`config.mk`:
```
export PLATFORM = sky130hd
export DESIGN_NAME = ee354_detour_dir_ctrl
export DESIGN_NICKNAME = d
export VERILOG_FILES = /design/src/rtl/ee354_detour_pkg.sv /design/src/rtl/ee354_debounce.sv /design/src/rtl/ee354_detour_dir_ctrl.sv
export SDC_FILE = /design/constraint.sdc
export NUM_CORES = 1
export LEC_CHECK = 0
export CAP_MARGIN = 20
export CORE_ASPECT_RATIO = 0.5
export CORE_MARGIN = 3
export CORE_UTILIZATION = 60
export CTS_CLUSTER_SIZE = 25
export DETAILED_ROUTE_END_ITERATION = 7
export PLACE_DENSITY_LB_ADDON = 0.12
export SLEW_MARGIN = 30
export SYNTH_ARGS = -nofsm -noshare
export SYNTH_HDL_FRONTEND = slang
export SYNTH_SLANG_ARGS = --single-unit
```
`constraint.sdc`:
```
create_clock -name Clk -period 7.85 [get_ports Clk]
set_input_delay 1.9625 -clock Clk [delete_from_list [all_inputs] [get_ports Clk]]
set_output_delay 1.9625 -clock Clk [all_outputs]
set_load 0.05 [all_outputs]
```
`src/rtl/ee354_detour_pkg.sv`:
```
// Shared constants for the detour-sign direction front-end.
// The one-hot debounce states and the default timing constants live here.
package ee354_detour_pkg;

  typedef logic [3:0] db_state_t;

  localparam db_state_t DB_IDLE    = 4'b0001;
  localparam db_state_t DB_WAITP   = 4'b0010;
  localparam db_state_t DB_PRESSED = 4'b0100;
  localparam db_state_t DB_WAITR   = 4'b1000;
  localparam int        DB_PRESSED_BIT = 2;

  localparam int DB_COUNT_DEF    = 1_000_000;
  localparam int TICK_PERIOD_DEF = 50_000_000;

  // Counter width for a modulus n; never narrower than one bit.
  function automatic int cnt_w(input int n);
    return (n > 1) ? $clog2(n) : 1;
  endfunction

endpackage

```
`src/rtl/ee354_debounce.sv`:
```
// One push-button: 2-flop synchroniser, one-hot debounce FSM and a
// single-cycle pulse per accepted press.
module ee354_debounce
  import ee354_detour_pkg::*;
#(
  parameter int DB_COUNT = DB_COUNT_DEF
) (
  input  logic Clk,
  input  logic reset,
  input  logic btn,
  output logic pulse
);

  localparam int            CW       = cnt_w(DB_COUNT);
  localparam logic [CW-1:0] CNT_LAST = CW'(DB_COUNT - 1);

  logic          btn_p0;
  logic          btn_p1;
  db_state_t     state;
  logic [CW-1:0] cnt;

  // Synchroniser stage boundary
  always_ff @(posedge Clk or posedge reset) begin
    if (reset) begin
      btn_p0 <= 1'b0;
      btn_p1 <= 1'b0;
    end else begin
      btn_p0 <= btn;
      btn_p1 <= btn_p0;
    end
  end

  // Counter is cleared on every state change, so it never wraps.
  always_ff @(posedge Clk or posedge reset) begin
    if (reset) begin
      state <= DB_IDLE;
      cnt   <= '0;
    end else begin
      case (state)
        DB_IDLE: begin
          cnt <= '0;
          if (btn_p1) state <= DB_WAITP;
        end
        DB_WAITP: begin
          if (!btn_p1) begin
            state <= DB_IDLE;
            cnt   <= '0;
          end else if (cnt == CNT_LAST) begin
            state <= DB_PRESSED;
            cnt   <= '0;
          end else begin
            cnt <= cnt + 1'b1;
          end
        end
        DB_PRESSED: begin
          state <= DB_WAITR;
          cnt   <= '0;
        end
        DB_WAITR: begin
          if (btn_p1) begin
            cnt <= '0;
          end else if (cnt == CNT_LAST) begin
            state <= DB_IDLE;
            cnt   <= '0;
          end else begin
            cnt <= cnt + 1'b1;
          end
        end
        default: begin
          state <= DB_IDLE;
          cnt   <= '0;
        end
      endcase
    end
  end

  assign pulse = state[DB_PRESSED_BIT];

endmodule

```
`src/rtl/ee354_detour_dir_ctrl.sv`:
```
// Detour-sign front-end: debounced L/R buttons, pending direction, step tick.
// Define DETOUR_HOLD_EN to add the Hold input that freezes the step tick.
module ee354_detour_dir_ctrl
  import ee354_detour_pkg::*;
#(
  parameter int DB_COUNT    = DB_COUNT_DEF,
  parameter int TICK_PERIOD = TICK_PERIOD_DEF
) (
  input  logic Clk,
  input  logic reset,
  input  logic BtnL,
  input  logic BtnR,
`ifdef DETOUR_HOLD_EN
  input  logic Hold,
`endif
  output logic L_Rbar,
  output logic Sm_Tick,
  output logic BtnL_Pulse,
  output logic BtnR_Pulse
);

  localparam int            TW        = cnt_w(TICK_PERIOD);
  localparam logic [TW-1:0] TICK_LAST = TW'(TICK_PERIOD - 1);

  logic [TW-1:0] tick_cnt;
  logic          pend_dir;
  logic          run;

`ifdef DETOUR_HOLD_EN
  assign run = ~Hold;
`else
  assign run = 1'b1;
`endif

  ee354_debounce #(.DB_COUNT(DB_COUNT)) u_db_l (
    .Clk   (Clk),
    .reset (reset),
    .btn   (BtnL),
    .pulse (BtnL_Pulse)
  );

  ee354_debounce #(.DB_COUNT(DB_COUNT)) u_db_r (
    .Clk   (Clk),
    .reset (reset),
    .btn   (BtnR),
    .pulse (BtnR_Pulse)
  );

  // Tick stage boundary: a frozen counter keeps its value and suppresses the tick
  always_ff @(posedge Clk or posedge reset) begin
    if (reset) begin
      tick_cnt <= '0;
      Sm_Tick  <= 1'b0;
    end else if (!run) begin
      Sm_Tick <= 1'b0;
    end else begin
      Sm_Tick  <= (tick_cnt == TICK_LAST);
      tick_cnt <= (tick_cnt == TICK_LAST) ? '0 : tick_cnt + 1'b1;
    end
  end

  // Direction stage boundary: a pulse coinciding with Sm_Tick lands in pend_dir
  // on the same edge that L_Rbar samples the old value, so it waits one period.
  always_ff @(posedge Clk or posedge reset) begin
    if (reset) begin
      pend_dir <= 1'b0;
      L_Rbar   <= 1'b0;
    end else begin
      if (BtnL_Pulse && !BtnR_Pulse)      pend_dir <= 1'b1;
      else if (BtnR_Pulse && !BtnL_Pulse) pend_dir <= 1'b0;
      if (Sm_Tick) L_Rbar <= pend_dir;
    end
  end

endmodule

```
Word-level counts from Yosys, hierarchy flattened
Cells that the tools add are included.

storage, ports and cells
  bits in registers = 81
  input bits = 4
  output and inout port bits = 4
  logic and storage cells = 64

cells by class
  add/subtract/negate cells = 3
  equality and inequality tests = 19
  muxes and demuxes = 23
  reductions and logical operators = 7

operator list
  kind                   count
  $mux 20                6
  $pmux 20 s2            2
  $add 20x1->20 const B  2
  $eq 20x20->1 const B   2
  $mux 4                 10
  $pmux 4 s4             2
  $add 26x1->26 const B  1
  $eq 26x26->1 const B   1
  $mux 26                1
  $eq 4x1->1 const B     2
  $eq 4x2->1 const B     2
  $eq 4x3->1 const B     2
  $eq 4x4->1 const B     2
  $ne 2x1->1 const B     4
  $reduce_and 4->1       2
  $ne 3x3->1 const B     2
  $ne 2x2->1 const B     2
  $logic_and 1x1->1      2
  $logic_not 1->1        2
  $mux 1                 2
  $reduce_bool 2->1      1

Logic depth before layout (Yosys ltp)
  depth after elaboration = 4
  mapped depth = 6
  gate-level depth less buffers = 5

Hierarchy
A second synthesis with hierarchy kept.

second synthesis, totals
  cells, all modules = 413
  area, all modules = 4086.4 um^2

by module, submodules not included
  module                 instances  cells an instance  area an instance (um^2)  sequential area each (um^2)
  ee354_debounce         2          139                1338.8                   651.9
  ee354_detour_dir_ctrl  1          135                1408.9                   725.7

Worst setup path before layout
No wires, ideal clock.

  path type = register to output
  start point = register u_db_l.state[2]
  end point = output port BtnL_Pulse
  arrival time = 0.658 ns
  data required time = 5.887 ns
  path slack = 5.230 ns
  stages on the path, launching flop included = 1
  buffers on the path = 0
  cells stage by stage = dfrtp_1

RTL lines
  item                    RTL line                     source
  from (decl)             ee354_debounce.sv:19         db_state_t state;
  from (signal assigned)  ee354_debounce.sv:36         state <= DB_IDLE;
  from (signal assigned)  ee354_debounce.sv:42         if (btn_p1) state <= DB_WAITP;
  from (signal assigned)  ee354_debounce.sv:46         state <= DB_IDLE;
  to (decl)               ee354_detour_dir_ctrl.sv:18  output logic BtnL_Pulse,

No word-level cell between the ends.

Final worst setup path
  start point = register u_db_l.state[2]
  end point = output port BtnL_Pulse

No word-level cell between the ends.

==> impl_metrics.toml <==
[grt]
grt_pass1_vias = 3024
grt_util_met1_pct = 27.53
grt_max_degree = 82
grt.busiest_layer = "met2"
grt_usage_pct = 22.31
gr-usage-met3_pct = 7.354
overflow = 0
antenna_found_initial = 0
met2_usage_pct = 36.70
grt_pass1_wl_mm = 13.66

[detailed_routing]
via_count = 3047
dr.pass1.iters = 4
routed_wl_mm = 7.717
drc_errors = 0
postRouteAntennaNets = 0
drt_iter0_markers = 199
post_drt_wl_per_cell_um = 15.37
vias_per_cell = 6.070

[setup_path]
critical_path.max_stage_delay_ps = 830
crit_slowest_cell = "clkdlybuf4s50_1"
cp.required_ps = 5890
crit_family = "buffers and inverters"
worstSetupStartpointType = "register"
worstSetupPathType = "reg2out"
cp-end-kind = "output port"
worstPathMaxFanout = 6
arrival_ps = 1610
worst-path-buf-inv = 1
cp_cell_sequence = "clkdlybuf4s50_1"

[timing]
period_share_pct = 45.55
setup_tns_ps = 0
slew_headroom_pct = 41.76
finClkSkew_ps = 5.946
holdWs_ps = 350.9
layout_min_cycle_time_ps = 3575
hold_viol = 0
slew_viol_final = 0
fmax_mhz = 279.7
grt_setup_unrepaired = "no"
setup_viol = 0
timing.final.ws_setup_ps = 4275
tightest_slew_ps = 871.0

[min_path]
worstHoldPathType = "reg2reg"

[place]
pre_cts_ws_ps = 4527
post-dp-hpwl_mm = 5.081
globalplace.congestion = 0.8770
io_buffers = 7

[synthesis]
ys.flop_type = "dfrtp_1"
yosysSeqAreaShare_pct = 50.85
yosysUniqueCellTypes = 46
synth_area_um2 = 3991
synth_edf_count = 0
synth_nets = 406
ys_ff_latch = 81
netlist_instances = 397
syn_avg_cell_area_um2 = 10.05
yosys_warnings = 0
async_flop_share_pct = 100.0

[die]
dieHeight_um = 63.67
core_um2 = 6256
start_util_pct = 63.80
die_w_um = 121.3
ios = 8
fp-row-count = 20
dieArea_um2 = 7726

[finish]
postLayoutCoreUtil_pct = 71.42
final_common_cell = "dfrtp_1"
layout_common_cells = "dfrtp_1, nor2_1, nand2_1"
nNetsFinal = 418
n_antenna_cell = 0
layout-drive-gt1-share_pct = 9.420
layout-area-overhead-vs-synth_pct = 11.94

[clock_network]
numCtsBuffers = 9
cts_buffer_depth = 2
postCtsHoldBufs = 0
cts_sinks = 81
cts_htree_levels = 3
clk_pin_slew_ps = 60
clkLatencyLatePin_ps = 340
cts_tree = "yes"
cts_resized = 0
post_cts_buffers = 0
cts_root_buffer = "clkbuf_16"

[run]
maxCapViolations = 0

[power_and_ir_drop]
p_leak_nw = 1.734
power_density_nw_per_um2 = 204.1
ir_worst_vdd_mv = 0.1555
power_w = 0.0009120

[run_status]
status = "finished clean"
==> final cells by class <==
cell class / count / area, um2
clock buffer: 9 / 225.2
clock inverter: 7 / 101.3
fill: 450 / 1788
inverter: 12 / 45.04
multi-input combinational: 295 / 1861
sequential: 81 / 2029
tap: 88 / 110.1
timing repair buffer: 10 / 96.34
==> cells in the mapped netlist, types with 3 or more instances <==
library cell,count,area (um2)
nor2b_1,5,31.28
xor2_1,17,148.9
and3_1,3,18.77
or3_1,17,106.4
buf_2,4,20.02
and4_1,7,61.31
inv_1,12,45.04
nor2_1,39,146.4
nand3_1,25,125.1
a21oi_1,21,105.1
xnor2_1,18,157.7
nor3b_1,3,22.52
o31ai_1,7,52.55
o21ai_0,22,110.1
nor3_1,12,60.06
dfrtp_1,79,1977
or4_1,14,105.1
nand2_1,29,108.9
or4_4,4,45.04
nor4_1,4,25.02
nand4_1,15,93.84
ha_1,5,62.56
==> sequential cells by signal, summed over array words and instances, names as in the netlist, 4 cells and up <==
register      cells
tick_cnt         26
u_db_l.state      4
u_db_r.state      4
u_db_l.cnt       20
u_db_r.cnt       20
==> worst paths after layout <==
check                           slack (ps)             from  cells after the start        endpoint
worst max-delay path                  4270  u_db_l.state[2]                      1      BtnL_Pulse
worst min-delay path                   350    u_db_l.btn_p0                      0   u_db_l.btn_p1
worst max register to register        5290    u_db_l.cnt[8]                      4   u_db_l.cnt[5]
worst min register to register         350    u_db_l.btn_p0                      0   u_db_l.btn_p1
max in group asynchronous             5230            reset                      3  u_db_r.cnt[14]
min in group asynchronous             2130            reset                      3        pend_dir
==> metrics by stage <==
step / area [um2] / instances
floorplan: 3991 / 397
global placement: 4130 / 485
detailed placement: 4130 / 485
CTS: 4457 / 501
global route: 4468 / 502
finish: 4468 / 502
==> power by group <==
part / switching [W] / total [W] / internal [W]
Sequential: 0.00000662 / 0.000430 / 0.000424
Clock: 0.000174 / 0.000456 / 0.000282
Combinational: 0.0000175 / 0.0000257 / 0.00000817
==> kinds of logic after synthesis <==
group / count (synthesis) / synth area share (%)
simple gates: 190 / 26.86
flops: 81 / 50.85
compound gates: 63 / 9.781
xor+xnor: 35 / 7.680
buf+inv: 21 / 2.696
fa+ha+maj: 5 / 1.567
mux: 2 / 0.5642
==> routing by layer <==
| metal | part of all wire (%) | routed length [um] |
|---|---|---|
| met1 | 46 | 3514 |
| met2 | 49 | 3757 |
| met3 | 4.1 | 315 |
| met4 | 1.7 | 129 |
| met5 | 0 | 0 |
Power figures use the tool's default switching activity.
